`src/rtl/hazard_ctrl.sv`:
```
// Load-use / branch-flush / dmem-freeze controller for the five-stage core, with a dmem watchdog.
// Optional performance counters are enabled by defining HAZ_PERF_CNT_EN.
module hazard_ctrl #(
  parameter int MEM_TIMEOUT = 16,
  parameter int CNT_W       = 5
) (
  input  logic       clk,
  input  logic       rst_n,
  input  logic       ID_EX_MemRead,
  input  logic [4:0] ID_EX_Rd,
  input  logic [4:0] IF_ID_Rs1,
  input  logic [4:0] IF_ID_Rs2,
  input  logic       IF_ID_UsesRs2,
  input  logic       branch_taken,
  input  logic       dmem_req,
  input  logic       dmem_ready,
  output logic       pc_en,
  output logic       IF_ID_en,
  output logic       IF_ID_flush,
  output logic       ID_EX_en,
  output logic       ID_EX_flush,
  output logic       EX_MEM_en,
  output logic       MEM_WB_bubble,
  output logic       mem_timeout
`ifdef HAZ_PERF_CNT_EN
  ,
  output logic [31:0] stall_cycles,
  output logic [31:0] flush_count
`endif
);

  // state   | meaning
  // ST_RUN  | pipeline flowing; load-use and branch handling active
  // ST_WAIT | dmem request outstanding; pipeline frozen, watchdog counting
  // ST_ERR  | watchdog expired; frozen until reset
  typedef enum logic [1:0] {ST_RUN, ST_WAIT, ST_ERR} state_t;

  state_t             state_q, state_d, state_eff;
  logic [CNT_W-1:0]   wait_cnt_q, wait_cnt_d;
  logic               mem_timeout_q, mem_timeout_d;
  logic               freeze, load_use;

  assign freeze   = dmem_req & ~dmem_ready;
  assign load_use = ID_EX_MemRead & (ID_EX_Rd != 5'd0) &
                    ((ID_EX_Rd == IF_ID_Rs1) | (IF_ID_UsesRs2 & (ID_EX_Rd == IF_ID_Rs2)));

  // During reset the outputs behave as in RUN so the core sees sane enables.
  assign state_eff   = rst_n ? state_q : ST_RUN;
  assign mem_timeout = mem_timeout_q;

  always_comb begin
    pc_en         = 1'b1;
    IF_ID_en      = 1'b1;
    IF_ID_flush   = 1'b0;
    ID_EX_en      = 1'b1;
    ID_EX_flush   = 1'b0;
    EX_MEM_en     = 1'b1;
    MEM_WB_bubble = 1'b0;
    if ((state_eff == ST_ERR) || freeze) begin
      pc_en         = 1'b0;
      IF_ID_en      = 1'b0;
      ID_EX_en      = 1'b0;
      EX_MEM_en     = 1'b0;
      MEM_WB_bubble = 1'b1;
    end else if (branch_taken) begin
      IF_ID_flush = 1'b1;
      ID_EX_flush = 1'b1;
    end else if (load_use) begin
      pc_en       = 1'b0;
      IF_ID_en    = 1'b0;
      ID_EX_flush = 1'b1;
    end
  end

  always_comb begin
    state_d       = state_q;
    wait_cnt_d    = wait_cnt_q;
    mem_timeout_d = mem_timeout_q;
    case (state_q)
      ST_RUN: begin
        if (freeze) begin
          state_d    = ST_WAIT;
          wait_cnt_d = CNT_W'(1);
        end
      end
      ST_WAIT: begin
        if (!freeze) begin
          state_d    = ST_RUN;
          wait_cnt_d = '0;
        end else if (int'(wait_cnt_q) + 1 >= MEM_TIMEOUT) begin
          // The cycle that brings the count to MEM_TIMEOUT trips the watchdog.
          state_d       = ST_ERR;
          mem_timeout_d = 1'b1;
          wait_cnt_d    = CNT_W'(MEM_TIMEOUT);
        end else if (wait_cnt_q != {CNT_W{1'b1}}) begin
          wait_cnt_d = wait_cnt_q + 1'b1;
        end
      end
      ST_ERR:  state_d = ST_ERR;
      default: state_d = ST_RUN;
    endcase
  end

  always_ff @(posedge clk) begin
    if (!rst_n) begin
      state_q       <= ST_RUN;
      wait_cnt_q    <= '0;
      mem_timeout_q <= 1'b0;
    end else begin
      state_q       <= state_d;
      wait_cnt_q    <= wait_cnt_d;
      mem_timeout_q <= mem_timeout_d;
    end
  end

`ifdef HAZ_PERF_CNT_EN
  logic [31:0] stall_cycles_q, stall_cycles_d;
  logic [31:0] flush_count_q, flush_count_d;

  // IF_ID_flush is asserted only when a branch is honoured.
  always_comb begin
    stall_cycles_d = stall_cycles_q + {31'd0, ~pc_en};
    flush_count_d  = flush_count_q + {31'd0, IF_ID_flush};
  end

  always_ff @(posedge clk) begin
    if (!rst_n) begin
      stall_cycles_q <= '0;
      flush_count_q  <= '0;
    end else begin
      stall_cycles_q <= stall_cycles_d;
      flush_count_q  <= flush_count_d;
    end
  end

  assign stall_cycles = stall_cycles_q;
  assign flush_count  = flush_count_q;
`endif

endmodule

```
`config.mk`:
```
export PLATFORM = sky130hd
export DESIGN_NAME = hazard_ctrl
export DESIGN_NICKNAME = d
export VERILOG_FILES = /design/src/rtl/hazard_ctrl.sv
export SDC_FILE = /design/constraint.sdc
export NUM_CORES = 1
export LEC_CHECK = 0
export CAP_MARGIN = 40
export CORE_AREA = 2 2 39 41
export CTS_BUF_LIST = sky130_fd_sc_hd__clkbuf_4 sky130_fd_sc_hd__clkbuf_8
export CTS_CLUSTER_SIZE = 16
export DETAILED_ROUTE_END_ITERATION = 8
export DIE_AREA = 0 0 41 43
export DONT_BUFFER_PORTS = 1
export GPL_TIMING_DRIVEN = 0
export PLACE_DENSITY = 0.65
export SLEW_MARGIN = 20
export SYNTH_ARGS = -nofsm -noshare
export SYNTH_HDL_FRONTEND = slang
export SYNTH_SLANG_ARGS = --single-unit
```
`constraint.sdc`:
```
create_clock -name clk -period 2.7 [get_ports clk]
set_input_delay 0 -clock clk [delete_from_list [all_inputs] [get_ports clk]]
set_output_delay 0 -clock clk [all_outputs]
set_load 0.03 [all_outputs]
```
; Yosys cells after proc, flatten, opt, wreduce, memory -nomap -nowiden
; Index checks and enable logic that the tools add are counted.
[totals]
regBits = 8
input_bits = 22
output_inout_bits = 8
word_cells = 48
[classes]
n_addsub = 2
magnitude_cmp = 1
n_eq_ne = 9
muxes = 20
bitwise = 6
reduce_logical = 7
[op_table]
columns = cell, count
row1 = 2-to-1 mux 5 bit, 4
row2 = == test 5 bit, 2
row3 = 2-to-1 mux 1 bit, 10
row4 = one-hot mux 5 bit (2 select lines), 1
row5 = 2-to-1 mux 2 bit, 4
row6 = adder 5 x 1 -> 6 bit (second input constant), 1
row7 = greater-or-equal comparator 6 x 5 -> 1 bit (second input constant), 1
row8 = one-hot mux 2 bit (3 select lines), 1
row9 = AND reduction 3 bit, 2
row10 = adder 5 x 1 -> 5 bit (second input constant), 1
row11 = != test 5 bit (second input constant), 1
row12 = nonzero test 5 bit, 1
row13 = bitwise AND 1 bit, 4
row14 = == test 2 bit (second input constant), 2
row15 = != test 4 bit (second input constant), 1
row16 = != test 3 bit (second input constant), 1
row17 = == test 2 x 1 -> 1 bit (second input constant), 1
row18 = logical NOT 2 bit, 1
row19 = != test 2 bit (second input constant), 1
row20 = AND reduction 2 bit, 1
row21 = nonzero test 2 bit, 1
row22 = logical OR 1 bit, 1
row23 = NOT 1 bit, 1
row24 = bitwise OR 1 bit, 1

; Depth between registers and ports, before layout
; Gate-level depths: netlist of run 1.
[logic_depth]
depth_word = 7
ltp_mapped = 7
ltp_nobuf = 7

; Worst setup path after synthesis of run 1
; OpenSTA, ideal clock, no wires.
[synth_path]
path_type = reg-to-output
start = register state_q[0]
end = output ID_EX_flush
arrival_time_ns = 1.984
t_required_ns = 2.700
setup_slack_ns = 0.716
stages_incl_launch_ff = 5
path_buffers = 0
cell_sequence = dfxtp_1 > nand3b_1 > and2_1 > inv_1 > o31ai_1
[synth_via]
elab_chain_cells = 4
[synth_rtl]
columns = item, line_no
row1 = from (decl), 38  ; state_t state_q, state_d, state_eff;
row2 = from (signal assigned), 110  ; state_q <= state_d;
row3 = 2-to-1 mux 2 bit, 48  ; assign state_eff = rst_n ? state_q : ST_RUN;
row4 = == test 2 bit, 59  ; if ((state_eff == ST_ERR) || freeze) begin
row5 = logical OR 1 bit, 59
row6 = 2-to-1 mux 1 bit, 59
row7 = to (decl), 21  ; output logic ID_EX_flush,
; Every way passes these cells.

; Worst setup path after layout of run 1
[layout_path]
start = register wait_cnt_q[0]
end = register wait_cnt_q[2]
[layout_via]
elab_chain_cells = 5
word_cells_on_any_way = 10
classes_between = 2 x add/sub / 1 x order compare / 2 x eq/ne / 4 x mux / 1 x reduce/logical
[layout_rtl]
columns = item, line_no
row1 = from (decl), 39  ; logic [CNT_W-1:0] wait_cnt_q, wait_cnt_d;
row2 = from (signal assigned), 111  ; wait_cnt_q <= wait_cnt_d;
row3 = adder 5 x 1 -> 6 bit / adder 5 x 1 -> 5 bit (equally long branches), "90, 96"
row4 = greater-or-equal comparator 6 x 5 -> 1 bit / 2-to-1 mux 5 bit (equally long branches), "90, 95"
row5 = 2-to-1 mux 5 bit, 90  ; end else if (int'(wait_cnt_q) + 1 >= MEM_TIMEOUT) begin
row6 = 2-to-1 mux 5 bit, 87  ; if (!freeze) begin
row7 = one-hot mux 5 bit (2 select lines), 79  ; case (state_q)
; Parallel ways exist; a longest one is shown, timed or not. The select of a mux whose other input is x is not followed.
; A chain may end at the register's enable or synchronous reset.

==> results of run 1 <==
==> cell type report <==
type	instances	area, µm²
plain buffers	2	15.01
inverters	3	11.26
multi-input cells	56	459.2
clock buffers	3	22.52
flip-flops and latches	8	160.2
repair buffers	4	35.03
well taps	16	20.02
fillers	124	660.6
==> sequential cells by signal, indices dropped and copies added (netlist names) <==
register / cells
mem_timeout: 1
state_q: 2
wait_cnt_q: 5
==> logic make-up (layout without fill, tap and decap cells) <==
| family | count (synthesis) | after routing | synth area share, % |
|---|---|---|---|
| simple gates | 28 | 28 | 29.85 |
| xor+xnor | 10 | 10 | 13.57 |
| fa+ha+maj | 2 | 2 | 3.875 |
| buf+inv | 5 | 12 | 4.069 |
| compound gates | 16 | 16 | 23.84 |
| flops | 8 | 8 | 24.81 |
==> how the worst max path moves through the flow <==
stage                       start            end  cells past startpoint
finish              wait_cnt_q[0]  wait_cnt_q[2]                      7
global route        wait_cnt_q[0]  wait_cnt_q[2]                      7
CTS                 wait_cnt_q[0]  wait_cnt_q[2]                      7
detailed placement  wait_cnt_q[0]  wait_cnt_q[4]                      7
global placement    wait_cnt_q[0]  wait_cnt_q[2]                      7
floorplan              state_q[0]    ID_EX_flush                      4
==> synthesized netlist by cell type, drive strengths merged, types with 2 or more instances <==
library cell,n
a21o,2
nand2b,2
inv,3
nand2,7
ha,2
a211o,2
nor2,2
and2,2
buf,2
and3,4
xor2,9
nor3,2
nand3b,2
dfxtp,8
==> metal layers <==
layer	vias to the layer above	share of wire [%]	global-route usage [%]
met5	-	0	0
met3	5	3.8	3.141
li1	274	-	-
met1	246	42	20.78
met2	10	51	27.19
met4	0	2.6	10.00
==> stage by stage <==
| step | hold slack, ps | power (mW) | instances |
|---|---|---|---|
| 2_1_floorplan | 110.5 | 0.1690 | 69 |
| 3_3_place_gp | 116.0 | 0.1731 | 85 |
| 3_5_place_dp | 122.5 | 0.1747 | 86 |
| 4_1_cts | 106.5 | 0.2719 | 92 |
| 6_report | 107.6 | 0.2692 | 92 |
| 5_1_grt | 115.6 | 0.2822 | 92 |
==> power groups by stage <==
stage | Combinational [mW] | Clock, mW | Sequential, mW
6_report | 0.0539 | 0.0922 | 0.123
5_1_grt | 0.0596 | 0.0992 | 0.123
4_1_cts | 0.0539 | 0.0950 | 0.123
3_5_place_dp | 0.0492 | 0 | 0.126
3_3_place_gp | 0.0477 | 0 | 0.125
2_1_floorplan | 0.0441 | 0 | 0.125
==> timing repair <==
item / CTS / global route
hold buffers: 3 / 0
setup buffers: 0 / 0
endpoints found under the hold margin: 5 / 0
endpoints found under the setup margin: 0 / 0
==> results.cfg, run 1 <==
[place]
port_buffers = 0
dp_hpwl_um = 987.9
dp_slack_ps = 587.4
place_congestion = 0.7628
postPlaceCellArea_um2 = 670.6

[pwr]
p_leak_nw = 0.3244
power_frac_clock_pct = 34.2
power_density_nw_per_um2 = 372.3
swShare_pct = 28.09
switching_power_mw = 0.07563
seq_power_share_pct = 45.7
power.internal_mw = 0.1936
comb_power_share_pct = 20.0
max-vdd-ir-drop_v = 0.0002276

[logic_synthesis]
yosysTopAreaCellShare_pct = 24.81
ys_seq_elements = 8
synthArstFlopShare_pct = 0
synthesis.instances = 69
syn-num-nets = 93
syn_area_um2 = 645.6
synth_area_leaders = dfxtp_1 25%, xor2_1 12%, a2111oi_4 4.3%
synth_edf_count = 0
post-synth-top-area-cell = dfxtp_1
ys_seq_area_share_pct = 24.81
postSynthAreaPerCell_um2 = 9.357
ys_warn_count = 0
synth_ff_type = dfxtp_1
yosysUniqueCellTypes = 39

[cts]
clk_pin_slew_ps = 60
post_cts_resized = 0
cts_sinks = 8
cts-buffers-inserted = 3
cts-root-buf = clkbuf_4
cts-htree-levels = 1
cts_tree = built
clk_path_buf_depth = 2
clk_latency_ps = 260

[min_path]
hp-start = rst_n
min_path_cells = 2
min_delay_worst_endpoint = wait_cnt_q[4]
hold_class = in2reg

[run]
drv_cap = 0

[routing]
drt-initial-drc-count = 4
routed-via-count = 535
routed_wl_um = 1250
dr.pass1.iters = 3
wl_per_cell_um = 13.59
antenna_left = 0
viasPerCell = 5.815
drc = 0

[floorplanning]
die_x_um = 41
pin_count = 30
die_h_um = 43
core_area_um2 = 1384
initial_core_util_pct = 46.65
rows = 14
die_area_um2 = 1763

[global_routing]
grt_pass1_wl_um = 2104
grt_overflow = 0
grt_max_degree = 7
antenna_found_initial = 0
grt_pass1_vias = 534
track_usage_pct = 17.32

[sta]
final.min_clock_period_ps = 2123
setup_viol = 0
setup_slack_ps = 577.4
max_clock_freq_mhz = 471.1
slew_headroom_pct = 72.42
period_share_pct = 78.62
finalClockSkew_ps = 8.690
tightest_slew_ps = 413.7
setup_tns_ps = 0
rsz0062_at_grt = false
slew_violations = 0
hold_violations = 0

[critical_path]
ff2ff_path_depth = 7
start_kind = flop
worst_ep_arrival_time_ps = 2320
cp_data_required_time_ps = 2900
worst_path_max_delay_cell = ha_1
endpoint_kind = flop
crit_family = compound AO/OA/AOI/OAI gates
max_stage_delay_ps = 360
r2r_end = wait_cnt_q[2]
cp_num_buf_inv = 0
cp_cell_sequence = ha_1, and3_1, ha_1, nor3b_1, o2111ai_2, a21boi_1, a211o_1
crit_path_max_fanout = 5
r2r_start = wait_cnt_q[0]
reg2reg_setup_slack_ps = 580
critPathMostFrequentCell = ha_1
criticalPathCategory = reg2reg

[layout]
layout_commonest_cell = xor2_1
drive_gt1_share_pct = 21.05
final_net_count = 102
finalCoreUtilization_pct = 52.26
stdcell_area_um2 = 723.2
syn2layout_area_growth_pct = 12.02
final_cell_mix = 9 x xor2_1, 8 x dfxtp_1, 7 x nand2_1
diodes = 0

[run_status]
status = complete, no violations
No activity file was read; power rests on OpenSTA's default activity.
==> inputs of run 2 (changes only) <==
Settings changed: ABC_AREA from default to 1, PLACE_DENSITY 0.65 to 0.75.
Clock period 2.7 ns to 2 ns, I/O delays scaled along.
==> results.cfg, run 2 <==
[sta]
tightest_slew_ps = 614.8
final.min_clock_period_ps = 1763
rsz0062_at_grt = false
max_clock_freq_mhz = 567.4
setup_viol = 0
finalClockSkew_ps = 3.013
hold_slack_ps = 25.84
setup_tns_ps = 0
slew_violations = 0
hold_violations = 0
slew_headroom_pct = 58.93
period_share_pct = 88.13

[pwr]
p_leak_nw = 0.4373
power_density_nw_per_um2 = 480.0
max-vdd-ir-drop_v = 0.0003898

[floorplanning]
die_x_um = 41
core_area_um2 = 1384
die_h_um = 43
rows = 14
pin_count = 30
die_area_um2 = 1763
initial_core_util_pct = 55.42

[min_path]
hp-start = dmem_req
min_delay_worst_endpoint = state_q[0]
hold_class = in2reg
min_path_cells = 4

[cts]
clk_pin_slew_ps = 50
cts_sinks = 8
cts-htree-levels = 1
cts-buffers-inserted = 3
cts_tree = built
post_cts_resized = 0
cts-root-buf = clkbuf_4
clk_path_buf_depth = 2
clk_latency_ps = 250

[place]
dp_hpwl_um = 1120
dp_cells = 148
place_congestion = 0.7845
port_buffers = 0

[logic_synthesis]
ys_seq_elements = 8
synth_most_common_cell = nand2_1
ys_warn_count = 0
syn-num-nets = 156
synth_area_leaders = dfxtp_1 21%, nand2_1 19%, inv_1 11%
synthesis.instances = 132
yosys-top-cells-count = 39 x nand2_1, 23 x inv_1, 18 x nor2_1
yosysUniqueCellTypes = 22
synthArstFlopShare_pct = 0
post-synth-top-area-cell = dfxtp_1
postSynthAreaPerCell_um2 = 5.811
yosysTopAreaCellShare_pct = 20.88
synth_ff_type = dfxtp_1
synth_edf_count = 0
syn_area_um2 = 767.0
ys_seq_area_share_pct = 20.88

[layout]
final_cell_mix = 39 x nand2_1, 23 x inv_1, 18 x nor2_1
layout_commonest_cell = nand2_1
finalNonFillerCells = 152
final_net_count = 162
drive_gt1_share_pct = 18.38
diodes = 0
largest_register = wait_cnt_q
syn2layout_area_growth_pct = 6.851
fillerInstances = 136
largest_reg_flops = 5
multi_input_area_um2 = 481.7
regArea_um2 = 160.2

[routing]
wl_per_cell_um = 8.546
antenna_left = 0
routed_wl_um = 1299
routed-via-count = 722
dr.pass1.iters = 4
drc = 0
viasPerCell = 4.750
drt-initial-drc-count = 10

[critical_path]
r2r_end = wait_cnt_q[3]
cp_data_required_time_ps = 2000
worst_ep_arrival_time_ps = 1760
endpoint_kind = primary output
crit_path_max_fanout = 4
ff2ff_path_depth = 11
reg2reg_setup_slack_ps = 360
start_kind = flop
r2r_start = wait_cnt_q[1]
criticalPathCategory = reg2out

[global_routing]
grt_pass1_wl_um = 2318
track_usage_pct = 19.01
grt_overflow = 0
antenna_found_initial = 0
grt_pass1_vias = 651
grt_max_degree = 9

[run_status]
status = complete, no violations

[run]
drv_cap = 0
[run 2: changes by cell type in the layout (fill, tap and decap cells not counted), sizes merged, moves of 4 or more]
cell / before / now
and3: 4 / 0
nand3: 1 / 8
inv: 3 / 28
xor2: 9 / 1
o21ai: 1 / 5
nor2: 2 / 22
nand2: 7 / 47
[run 2: worst max path at each step]
stage / from / end / slack [ps] / cells after the start
after floorplan: wait_cnt_q[1] / wait_cnt_q[0] / 510 / 10
after global placement: wait_cnt_q[0] / wait_cnt_q[3] / 380 / 11
after detailed placement: wait_cnt_q[1] / wait_cnt_q[3] / 350 / 11
after CTS: state_q[1] / pc_en / 220 / 8
after global routing: wait_cnt_q[0] / wait_cnt_q[3] / 130 / 11
final: state_q[1] / pc_en / 240 / 8
[run 2: logic make-up (layout without fill, tap and decap cells)]
group	Yosys count	count (layout)	share of synthesized area [%]
and+or+nand+nor	79	79	48.45
buffers and inverters	31	35	16.31
AOI/OAI and AO/OA	9	9	7.666
DFF	8	8	20.88
xor gates and xnor gates	3	3	3.426
adders and majority gates	2	2	3.262
[run 2: metal layers]
layer / GRT usage [%] / share of wire (%)
met5: 0 / 0
met4: 6.000 / 2.0
met3: 6.283 / 6.7
met2: 31.56 / 49
met1: 21.68 / 42
[run 2: final cells by class]
class / instances / share of cell area (%)
Multi-Input combinational cell: 93 / 58.78
Sequential cell: 8 / 19.54
Inverter: 28 / 12.82
Clock buffer: 3 / 2.748
Buffer: 3 / 2.443
Tap cell: 16 / 2.443
Timing Repair Buffer: 1 / 1.221
[run 2: report_power, final]
part,total (mW),switching (mW),internal (mW)
Combinational,0.102,0.0663,0.0355
Clock,0.121,0.0525,0.0685
Sequential,0.171,0.00547,0.165
[run 2: repair_timing]
item,4_1_cts,5_1_grt
hold buffers,1,0
hold endpoints to repair,1,0
setup buffers,0,0
[run 2: worst max-delay path, stage by stage (launching register included)]
cell     delay (ps)
dfxtp_1         380
inv_2            80
nor2_1           80
nand2_1          80
nand2_2         180
inv_2           150
nand2_2          90
nand2_1         210
buf_4           250
[run 2: metrics by stage]
step	worst slack (ps)	power (mW)	instance area, µm²	util (%)
2_1_floorplan	511.1	0.2634	767.0	-
3_3_place_gp	383.6	0.2725	787.0	56.87
3_5_place_dp	353.0	0.2743	787.0	56.87
4_1_cts	222.7	0.4023	819.5	59.22
5_1_grt	133.5	0.4186	819.5	59.22
6_report	237.4	0.3934	819.5	59.22
==> inputs of run 3 (changes only) <==
Settings changed: GPL_TIMING_DRIVEN 0 to default.
Clock period 2 ns to 1.9 ns, I/O delays scaled along.
==> results.cfg, run 3 (synthesized netlist as in run 2, its figures left out) <==
[critical_path]
endpoint_kind = primary output
crit_start = state_q[1]
criticalPathCategory = reg2out
worst_path_max_delay_cell = dfxtp_1
crit_path_max_fanout = 4
start_kind = flop
max_stage_delay_ps = 330
cp_data_required_time_ps = 1900
worst_ep_arrival_time_ps = 1740
cp_cell_sequence = inv_2, nor2_1, nand2_1, nand2_2, inv_4, nand2_2, inv_2, o21bai_1
r2r_start = wait_cnt_q[1]
crit_family = buffers and inverters
cp_num_buf_inv = 3

[routing]
drc = 0
antenna_left = 0
viasPerCell = 4.901
drt-initial-drc-count = 13
routed-via-count = 740
wl_per_cell_um = 9.437
routed_wl_um = 1425
dr.pass1.iters = 5

[cts]
clk_pin_slew_ps = 50
cts_sinks = 8
clk_latency_ps = 260
cts_tree = built
cts-htree-levels = 1
cts-root-buf = clkbuf_4
clk_path_buf_depth = 2
cts-buffers-inserted = 3

[sta]
setup_viol = 0
setup_slack_ps = 157.6
final.min_clock_period_ps = 1742
tightest_slew_ps = 607.9
slew_headroom_pct = 59.39
finalClockSkew_ps = 10.20
hold_slack_ps = 13.92
rsz0062_at_grt = false
slew_violations = 0
hold_violations = 0
period_share_pct = 91.70
max_clock_freq_mhz = 573.9
setup_tns_ps = 0

[floorplanning]
die_area_um2 = 1763
initial_core_util_pct = 55.42
pin_count = 30
die_h_um = 43
core_area_um2 = 1384
rows = 14
die_x_um = 41

[place]
dp_hpwl_um = 1154
port_buffers = 0
dp_slack_ps = 290.4
dp_cells = 146
postPlaceCellArea_um2 = 774.5
place_congestion = 0.7460

[layout]
finalNonFillerCells = 151
regArea_um2 = 160.2
final_net_count = 161
fillerInstances = 148
multi_input_area_um2 = 481.7
finalCoreUtilization_pct = 59.22
final_cell_mix = 39 x nand2_1, 23 x inv_1, 18 x nor2_1
layout_commonest_cell = nand2_1
stdcell_area_um2 = 819.5
syn2layout_area_growth_pct = 6.851
diodes = 0
largest_register = wait_cnt_q
largest_reg_flops = 5
drive_gt1_share_pct = 17.04

[run]
drv_cap = 0

[pwr]
p_total_mw = 0.4217
power_density_nw_per_um2 = 514.6
p_leak_nw = 0.4334
max-vdd-ir-drop_v = 0.0002850

[global_routing]
grt_max_degree = 9
antenna_found_initial = 0
grt_pass1_wl_um = 2318
grt_overflow = 0
grt_pass1_vias = 642
track_usage_pct = 19.82

[run_status]
status = complete, no violations

[min_path]
hold_class = in2reg
hp-start = dmem_req
run 3: cell types whose count changed in the layout (fill, tap and decap cells not counted), sizes merged:
| cell | previous run | this run |
|---|---|---|
| buf | 2 | 1 |
| clkbuf | 4 | 3 |
| dlygate4sd3 | 1 | 2 |
run 3: cell type report:
class | count | share of cell area [%]
Inverter | 28 | 13.13
Timing Repair Buffer | 3 | 3.359
Clock buffer | 3 | 2.748
Tap cell | 16 | 2.443
Sequential cell | 8 | 19.54
Multi-Input combinational cell | 93 | 58.78
run 3: power by group:
part | total [mW] | internal (mW) | switching, mW
Clock | 0.134 | 0.0725 | 0.0612
Combinational | 0.109 | 0.0373 | 0.0714
Sequential | 0.179 | 0.174 | 0.00552
Total | 0.422 | 0.284 | 0.138
run 3: final timing paths:
check / endpoint / slack [ps] / depth (start not counted)
setup / recovery: ID_EX_flush / 160 / 8
hold / removal: state_q[0] / 10 / 4
setup reg to reg: wait_cnt_q[3] / 290 / 11
hold reg to reg: wait_cnt_q[4] / 510 / 2
run 3: routing by layer:
metal	GRT usage [%]	routed length [µm]	share of wire [%]
met1	20.39	577	40
met2	31.87	713	50
met3	5.759	91	6.4
met4	14.00	42	2.9
met5	0	0	0
run 3: repair_timing:
action | in CTS | in global routing
gates resized for setup | 0 | 2
setup buffers | 0 | 0
endpoints found under the setup margin | 0 | 1
hold buffers | 2 | 0
endpoints found under the hold margin | 8 | 0
run 3: worst reg2reg max path, stage by stage, from the launching register on:
cell and delay, ps:
dfxtp_1 360, ha_1 200, nand2_1 60, nor2_1 90, ha_1 230, inv_1 110
nand2_2 90, nor2_1 120, nand3_1 100, nand2_2 70, nand2_1 50, nor2_2 80
